==> config.mk <==
export PLATFORM = sky130hd
export DESIGN_NAME = video_scanlines_flat
export DESIGN_NICKNAME = d
export VERILOG_FILES = /design/src/rtl/video_pkg.sv /design/src/rtl/video_scanlines_if.sv /design/src/rtl/video_scanline_dim.sv /design/src/rtl/video_scanlines.sv /design/src/flat_wrapper.sv
export SDC_FILE = /design/constraint.sdc
export NUM_CORES = 1
export LEC_CHECK = 0
export BUFFER_PORTS_ARGS = -buffer_cell sky130_fd_sc_hd__buf_2
export CAP_MARGIN = 5
export CORE_MARGIN = 5
export CORE_UTILIZATION = 45
export DETAILED_ROUTE_END_ITERATION = 16
export PLACE_DENSITY_LB_ADDON = 0.08
export SETUP_SLACK_MARGIN = 0.02
export SYNTH_ARGS = -nofsm -noshare
export SYNTH_HDL_FRONTEND = slang
export SYNTH_HIERARCHICAL = 1
export SYNTH_SLANG_ARGS = --single-unit
==> constraint.sdc <==
create_clock -name clk_vid -period 3.8 [get_ports clk_vid]
set_input_delay 0.76 -clock clk_vid [delete_from_list [all_inputs] [get_ports clk_vid]]
set_output_delay 0.76 -clock clk_vid [all_outputs]
set_load 0.1 [all_outputs]
==> src/rtl/video_pkg.sv <==
// Shared types and mode encodings for the scanline video stage.
// Combinational definitions only; no clocking or backpressure involved.
package video_pkg;

  localparam logic [1:0] SL_OFF = 2'd0;
  localparam logic [1:0] SL_25  = 2'd1;
  localparam logic [1:0] SL_50  = 2'd2;
  localparam logic [1:0] SL_75  = 2'd3;

  typedef struct packed {
    logic [7:0] r;
    logic [7:0] g;
    logic [7:0] b;
  } rgb_t;

  typedef struct packed {
    rgb_t rgb;
    logic hs;
    logic vs;
    logic de;
  } vid_t;

endpackage

==> src/rtl/video_scanlines_if.sv <==
// Video stream in/out plus per-frame scanline settings for video_scanlines.
// The source side drives the master modport; the scanline stage sits on the slave modport.
interface video_scanlines_if #(
  parameter int PERIOD_W = 2
);
  logic [1:0]          sl_mode;
  logic [PERIOD_W-1:0] sl_period;
  logic [PERIOD_W-1:0] sl_phase;
  logic [23:0]         din;
  logic                hs_in;
  logic                vs_in;
  logic                de_in;
  logic [23:0]         dout;
  logic                hs_out;
  logic                vs_out;
  logic                de_out;

  modport master (
    output sl_mode, sl_period, sl_phase, din, hs_in, vs_in, de_in,
    input  dout, hs_out, vs_out, de_out
  );

  modport slave (
    input  sl_mode, sl_period, sl_phase, din, hs_in, vs_in, de_in,
    output dout, hs_out, vs_out, de_out
  );
endinterface

==> src/rtl/video_scanline_dim.sv <==
// Per-channel scanline dimming: scales an 8-bit value by 3/4, 1/2 or 1/4.
// Purely combinational; no backpressure.
module video_scanline_dim
  import video_pkg::*;
(
  input  logic [7:0] x,
  input  logic [1:0] mode,
  output logic [7:0] y
);

  always_comb begin
    y = x;
    case (mode)
      SL_25:   y = x - (x >> 2);
      SL_50:   y = x >> 1;
      SL_75:   y = x >> 2;
      default: y = x;
    endcase
  end

endmodule

==> src/rtl/video_scanlines.sv <==
// CRT scanline emulation: dims selected raster lines, pattern locked to sync edges.
// Latency: LATENCY clk_vid cycles for video and syncs alike; free-running, no backpressure.
module video_scanlines
  import video_pkg::*;
#(
  parameter int PERIOD_W = 2,
  parameter int LATENCY  = 3
) (
  input  logic         clk_vid,
  input  logic         reset_n,
  video_scanlines_if.slave vid
);

  localparam int TAIL = LATENCY - 2;

  logic                old_hs;
  logic                old_vs;
  logic                line_had_de;
  logic [PERIOD_W-1:0] line_cnt;
  logic [1:0]          mode_l;
  logic [PERIOD_W-1:0] period_l;
  logic [PERIOD_W-1:0] phase_l;

  logic hs_fall;
  logic vs_fall;
  logic dim_line;

  assign hs_fall = old_hs & ~vid.hs_in;
  assign vs_fall = old_vs & ~vid.vs_in;

  // Settings only move on the VS falling edge, so a frame never mixes two modes.
  always_ff @(posedge clk_vid or negedge reset_n) begin
    if (!reset_n) begin
      old_hs      <= 1'b0;
      old_vs      <= 1'b0;
      line_had_de <= 1'b0;
      line_cnt    <= '0;
      mode_l      <= SL_OFF;
      period_l    <= '0;
      phase_l     <= '0;
    end else begin
      old_hs <= vid.hs_in;
      old_vs <= vid.vs_in;
      if (vs_fall) begin
        mode_l      <= vid.sl_mode;
        period_l    <= vid.sl_period;
        phase_l     <= vid.sl_phase;
        line_cnt    <= '0;
        line_had_de <= 1'b0;
      end else if (hs_fall) begin
        if (line_had_de) begin
          line_cnt <= (line_cnt == period_l) ? '0 : line_cnt + 1'b1;
        end
        line_had_de <= 1'b0;
      end else if (vid.de_in) begin
        line_had_de <= 1'b1;
      end
    end
  end

  // Period 0 pins line_cnt at 0, so the period test is what makes every line dim.
  assign dim_line = (mode_l != SL_OFF) && ((period_l == '0) || (line_cnt != phase_l));

  vid_t       s1;
  vid_t       s2;
  logic [1:0] m1;
  logic [1:0] m2;
  logic [7:0] dim_r;
  logic [7:0] dim_g;
  logic [7:0] dim_b;
  vid_t       tail [TAIL];

  always_ff @(posedge clk_vid or negedge reset_n) begin
    if (!reset_n) begin
      s1 <= '0;
      s2 <= '0;
      m1 <= SL_OFF;
      m2 <= SL_OFF;
    end else begin
      s1.rgb <= rgb_t'(vid.din);
      s1.hs  <= vid.hs_in;
      s1.vs  <= vid.vs_in;
      s1.de  <= vid.de_in;
      m1     <= dim_line ? mode_l : SL_OFF;
      s2     <= s1;
      m2     <= m1;
    end
  end

  video_scanline_dim u_dim_r (.x(s2.rgb.r), .mode(m2), .y(dim_r));
  video_scanline_dim u_dim_g (.x(s2.rgb.g), .mode(m2), .y(dim_g));
  video_scanline_dim u_dim_b (.x(s2.rgb.b), .mode(m2), .y(dim_b));

  // tail[0] is the final arithmetic stage; any further entries are plain delay.
  always_ff @(posedge clk_vid or negedge reset_n) begin
    if (!reset_n) begin
      for (int i = 0; i < TAIL; i++) begin
        tail[i] <= '0;
      end
    end else begin
      tail[0].rgb <= '{r: dim_r, g: dim_g, b: dim_b};
      tail[0].hs  <= s2.hs;
      tail[0].vs  <= s2.vs;
      tail[0].de  <= s2.de;
      for (int i = 1; i < TAIL; i++) begin
        tail[i] <= tail[i-1];
      end
    end
  end

  assign vid.dout   = tail[TAIL-1].rgb;
  assign vid.hs_out = tail[TAIL-1].hs;
  assign vid.vs_out = tail[TAIL-1].vs;
  assign vid.de_out = tail[TAIL-1].de;

endmodule

==> src/flat_wrapper.sv <==
// flat-port wrapper written by rule: the top's interface ports become plain ports
module video_scanlines_flat import video_pkg::*;
#(
  parameter int PERIOD_W = 2,
  parameter int LATENCY  = 3
)
  (clk_vid, reset_n, vid_sl_mode, vid_sl_period, vid_sl_phase, vid_din, vid_hs_in, vid_vs_in, vid_de_in, vid_dout, vid_hs_out, vid_vs_out, vid_de_out);
  video_scanlines_if #(.PERIOD_W(PERIOD_W)) vid_i ();
  input  logic clk_vid;
  input  logic reset_n;
  input wire logic [$bits(vid_i.sl_mode)-1:0] vid_sl_mode;
  input wire logic [$bits(vid_i.sl_period)-1:0] vid_sl_period;
  input wire logic [$bits(vid_i.sl_phase)-1:0] vid_sl_phase;
  input wire logic [$bits(vid_i.din)-1:0] vid_din;
  input wire logic [$bits(vid_i.hs_in)-1:0] vid_hs_in;
  input wire logic [$bits(vid_i.vs_in)-1:0] vid_vs_in;
  input wire logic [$bits(vid_i.de_in)-1:0] vid_de_in;
  output wire logic [$bits(vid_i.dout)-1:0] vid_dout;
  output wire logic [$bits(vid_i.hs_out)-1:0] vid_hs_out;
  output wire logic [$bits(vid_i.vs_out)-1:0] vid_vs_out;
  output wire logic [$bits(vid_i.de_out)-1:0] vid_de_out;
  assign vid_i.sl_mode = vid_sl_mode;
  assign vid_i.sl_period = vid_sl_period;
  assign vid_i.sl_phase = vid_sl_phase;
  assign vid_i.din = vid_din;
  assign vid_i.hs_in = vid_hs_in;
  assign vid_i.vs_in = vid_vs_in;
  assign vid_i.de_in = vid_de_in;
  assign vid_dout = vid_i.dout;
  assign vid_hs_out = vid_i.hs_out;
  assign vid_vs_out = vid_i.vs_out;
  assign vid_de_out = vid_i.de_out;
  video_scanlines #(.PERIOD_W(PERIOD_W), .LATENCY(LATENCY)) u_core (.clk_vid(clk_vid), .reset_n(reset_n), .vid(vid_i));
endmodule
# After elaboration in Yosys (flattened, before gate mapping)
# Cells that the tools add are included.
# totals
register_bits,94
input_bits,35
output_inout_bits,27
# op_classes
add_sub_neg,4
n_eq_ne,5
muxes,11
bitwise_logic,4
reduce_logical,8
# ops
operator,count
$pmux W8 S3,3
$sub A8 B6 Y8,3
$mux W2,5
$reduce_bool A2 Y1,3
$eq A2 B2 Y1 const B,2
$mux W1,3
$reduce_bool A3 Y1,1
$add A2 B1 Y2 const B,1
$and A1 B1 Y1,2
$eq A2 B1 Y1 const B,1
$eq A2 B2 Y1,1
$logic_not A2 Y1,1
$ne A2 B2 Y1,1
$not A1 Y1,2
$reduce_and A2 Y1,1
$logic_and A1 B1 Y1,1
$logic_or A1 B1 Y1,1

# Depth between registers and ports, before layout
# logic_depth
word_depth,5
mapped_depth,9
ltp_nobuf,9

# By module
# Netlist, hierarchy kept.
# modules_own_cells
module,n_inst,cells_per_inst,area_per_inst_um2
video_scanlines,1,124,2571.2
video_scanline_dim,3,54,460.4

# Least setup slack after synthesis
# OpenSTA, ideal clock, no wires.
# synth_path
path_kind,register -> register
startpoint,register u_core/s2[11] (netlist bit)
endpoint,"register u_core.tail, in the netlist u_core/vid.dout[14]"
setup_time_ps,87
arrival_ps,1989
required_time_ps,3713
path_slack_ps,1724
stages_incl_launch_ff,10
period_less_slack_ps,2076
cell_sequence,dfrtp_1 -> inv_1 -> ha_1 -> inv_1 -> fa_1 -> a211oi_1 -> nor2_1 -> o21a_1 -> or3b_2 -> o211ai_1
# synth_via
elab_chain_len,2
# synth_rtl
element,line,source
"start, declared",video_scanlines.sv:65,vid_t s2;
"start signal, assigned",video_scanlines.sv:76,s2 <= '0;
"start signal, assigned",video_scanlines.sv:85,s2 <= s1;
$sub A8 B6 Y8,video_scanline_dim.sv:14,SL_25: y = x - (x >> 2);
$pmux W8 S3,video_scanline_dim.sv:13,case (mode)
named net u_core.dim_g[6],video_scanlines.sv:69,logic [7:0] dim_g;
"end signal, assigned by index",video_scanlines.sv:106,tail[i] <= tail[i-1];
"end, declared",video_scanlines.sv:71,vid_t tail [TAIL];
# The timed path passes the listed nets, and every way through them passes these cells.
# A chain may end at the register's enable or synchronous reset.

# Final worst setup path
# layout_path
startpoint,register u_core/s2[5] (netlist bit)
endpoint,"register u_core.tail, in the netlist u_core/vid.dout[6]"
# layout_via
elab_chain_len,2
# layout_rtl
element,line,source
$sub A8 B6 Y8,video_scanline_dim.sv:14,
$pmux W8 S3,video_scanline_dim.sv:13,
named net u_core.dim_b[6],video_scanlines.sv:70,logic [7:0] dim_b;
# The timed path passes the listed nets, and every way through them passes these cells.

==> summary.md <==
| Metric | Value |
|---|---|
| Area occupied by registers | `2352 um^2` |
| Largest area contributor in the netlist | `dfrtp_1` |
| Inserted Diodes | `0` |
| DR vias | `2,324` |
| Post-synthesis cell count | `~290` |
| Syn Std Cell Area | `3953 um^2` |
| Top_reg_cell synth | `dfrtp_1` |
| First-pass GRT wire length | `10,920 um` |
| Finish-stage setup viols | `0` |
| Initial antenna violation count | `0` |
| Dominant cells by area after synthesis | `dfrtp_1, mux4_2, ha_1` |
| Tot GR Track Use | `around an eighth` |
| Setup TNS | `0 ns` |
| Synthesized net count | `342` |
| Core Area | `between 8000 and 9000 um^2` |
| Crit path max fanout | `5` |
| Leak Pwr | `2.154 nW` |
| Max_cap viols | `0` |
| Fraction of synthesized cell area taken by the top area cell type | `59.51%` |
| Fmax achieved | `446.9 MHz` |
| Post-synthesis cell type count | `30` |
| Starting Density | `45.77%` |
| Post-DP HPWL | `approximately 4600 um` |
| Setup Skew | `0.007830 ns` |
| Async S/R FF share, synth | `100.0%` |
| Clock Path Buffers | `2` |
| CP required | `4.07 ns` |
| R2R depth | `8` |
| Die Span X | `just over 100 um` |
| Largest net degree at the start of global routing | `42` |
| Clock Latency Late Sink | `approximately 0.35 ns` |
| Fillcell total | `764` |
| Worst r2r dst | `u_core/vid.dout[6]$_DFF_PN0_` |
| Seq cells post-synth | `94` |
| Die area | `approximately 11,000 um^2` |
| CTS tree | `built` |
| Slew margin rel. | `50.69%` |
| Layout cells sized above 1 | `31.67%` |
| Total I/O pin count | `62` |
| Clk root buf | `clkbuf_8` |
| Fin crit period | `2.238 ns` |
| Post-synthesis area per instance | `roughly 14 um^2` |
| Final hold slack | `0.3512 ns` |
| Max Slew Vio Count | `0` |
| Via-per-instance ratio | `between 4 and 5` |
| Endpoints failing hold | `0` |
| Number of synthesized flops with an enable pin | `0` |
| Critical R2R Launch | `u_core/s2[5]$_DFF_PN0_` |
| Drt pass-1 iters | `4` |
| # rows | `34` |
| CP Launch Type | `register` |
| CTS Hold Bufs | `0` |
| Port Buffer Count | `61` |
| Crit Path Category | `register to register` |
| Drt wl/cell | `13.39 um` |
| Clk pin slew, worst setup/hold paths | `0.09 ns` |
| Routability cong. | `0.8480` |
| Hold Crit Endpoint | `u_core/s2[24]$_DFF_PN0_` |
| Hold Path Class | `register to register` |
| WP data arrival | `2.50 ns` |
| RSZ-0062 raised after global routing | `false` |
| Multi-input combinational cell area | `1453 um^2` |
| Peak supply drop | `between 200 and 300 uV` |
| Pwr dens | `668.4 nW/um^2` |
| Setup slack, reg-to-reg | `1.56 ns` |
| Vias in the first global route | `2,309` |
| Final nets | `411` |
| H-tree Lvls | `3` |
| Number of clock sinks | `94` |
| # resized after CTS | `0` |
| Worst Setup End Kind | `register` |
| Status | `finished, final reports clean` |
| Worst slew pin tran | `0.7381 ns` |
| WL final | `between 6000 and 7000 um` |
| Final worst path period share | `58.89%` |
| Gr ovfl total | `0` |
| Routed Antenna Nets | `0` |
| Remaining DRCs | `0` |
| Area Overhead vs Synth | `16.14%` |
| Cts bufs inserted | `9` |
| WHS Path Cells | `0` |
| Die height | `103.7 um` |
| Postcts setup bufs | `0` |
| Synthesis Warnings | `6` |
| 1st-iter DRT viols | `27` |
| Worst hold start | `u_core/s1[24]$_DFF_PN0_` |
| Sequential-to-total area share from yosys stat | `59.51%` |
## synthesized netlist by cell type (all sizes together) (4+ instances only)
cell type and number:
mux2 5, nor2 23, nand2 6, buf 7, xnor2 7, a211oi 6, o22ai 4, nor2b 7
dfrtp 94, o21ai 16, ha 18, xor2 5, a21oi 7, o21a 6, mux4 18, inv 30
## worst max path at each step
| stage | depth (start not counted) | startpoint | to | slack, ns |
|---|---|---|---|---|
| 5_1_grt | 9 | u_core/s2[11]$_DFF_PN0_ | u_core/vid.dout[14]$_DFF_PN0_ | 1.40 |
| 3_5_place_dp | 8 | u_core/s2[5]$_DFF_PN0_ | u_core/vid.dout[6]$_DFF_PN0_ | 1.57 |
| 3_3_place_gp | 8 | u_core/s2[13]$_DFF_PN0_ | u_core/vid.dout[14]$_DFF_PN0_ | 1.64 |
| 4_1_cts | 8 | u_core/s2[5]$_DFF_PN0_ | u_core/vid.dout[6]$_DFF_PN0_ | 1.55 |
| 6_report | 8 | u_core/s2[5]$_DFF_PN0_ | u_core/vid.dout[6]$_DFF_PN0_ | 1.56 |
| 2_1_floorplan | 9 | u_core/s2[11]$_DFF_PN0_ | u_core/vid.dout[14]$_DFF_PN0_ | 1.72 |
## cell families (layout without fill, tap and decap cells)
kind of cell | after synthesis | count (layout) | share of synthesized area, %
AND/OR/NAND/NOR | 48 | 48 | 6.458
AO/OA/AOI/OAI | 51 | 51 | 8.737
multiplexers | 23 | 23 | 11.68
flip-flops | 94 | 94 | 59.51
adder cells (fa/ha/maj) | 21 | 21 | 7.218
buffers and inverters | 37 | 111 | 3.735
XOR/XNOR | 12 | 12 | 2.659
## final cells by class
type / instances / area share, %
Clock inverter: 5 / 1.281
Tap cell: 108 / 2.944
Clock buffer: 11 / 3.080
Sequential cell: 94 / 51.24
Timing Repair Buffer: 65 / 7.359
Inverter: 30 / 2.453
Multi-Input combinational cell: 155 / 31.64
## layout by cell type (no fill, tap or decap), types with 2 or more instances in the layout
master / instances
a211oi_1: 6
a21o_1: 3
a21oi_1: 7
buf_2: 60
buf_4: 5
clkbuf_8: 10
clkinvlp_4: 2
dfrtp_1: 94
fa_1: 3
ha_1: 18
inv_1: 30
mux2_2: 5
mux4_2: 18
nand2_1: 6
nor2_1: 23
nor2b_1: 7
nor3b_1: 3
o211ai_1: 3
o21a_1: 6
o21ai_0: 16
o22ai_2: 3
o31a_1: 3
or2_2: 3
or3b_2: 3
xnor2_1: 7
xor2_1: 5
## per-layer routing
| metal | track usage, % | routed length (um) |
|---|---|---|
| met5 | 0 | 0 |
| met3 | 3.109 | 283 |
| met4 | 6.105 | 79 |
| met1 | 15.74 | 2802 |
| met2 | 19.67 | 3102 |
## stage by stage
stage	cells	cell area (um^2)	total power, mW	utilization, %	setup slack, ns
after floorplan	286	3953	2.245	-	1.724
after global placement	452	4390	2.442	50.84	1.639
after detailed placement	452	4390	2.450	50.84	1.575
after CTS	468	4591	3.120	53.16	1.548
after global routing	468	4591	3.221	53.16	1.398
final	468	4591	3.069	53.16	1.562
## critical path, stage by stage, from the launching register on
cell      delay (ns)
dfrtp_1         0.41
ha_1            0.20
inv_1           0.06
fa_1            0.42
a211oi_1        0.25
nor2_1          0.09
o21a_1          0.18
or3b_2          0.43
o211ai_1        0.10
## registers in the layout, indices dropped and copies added, names as in the netlist
name and cells:
u_core/m1 2, u_core/line_had_de 1, u_core/line_cnt 2, u_core/vid.dout 24, u_core/phase_l 2, u_core/period_l 2, u_core/mode_l 2, u_core/s2 27
u_core/s1 27, u_core/m2 2, u_core/vid.de_out 1, u_core/vid.vs_out 1, u_core/vid.hs_out 1
## power by group
group	switching, mW	internal [mW]
Sequential	0.0821	1.14
Clock	0.333	0.322
Combinational	0.893	0.295
(Power assumes the default switching activity.)
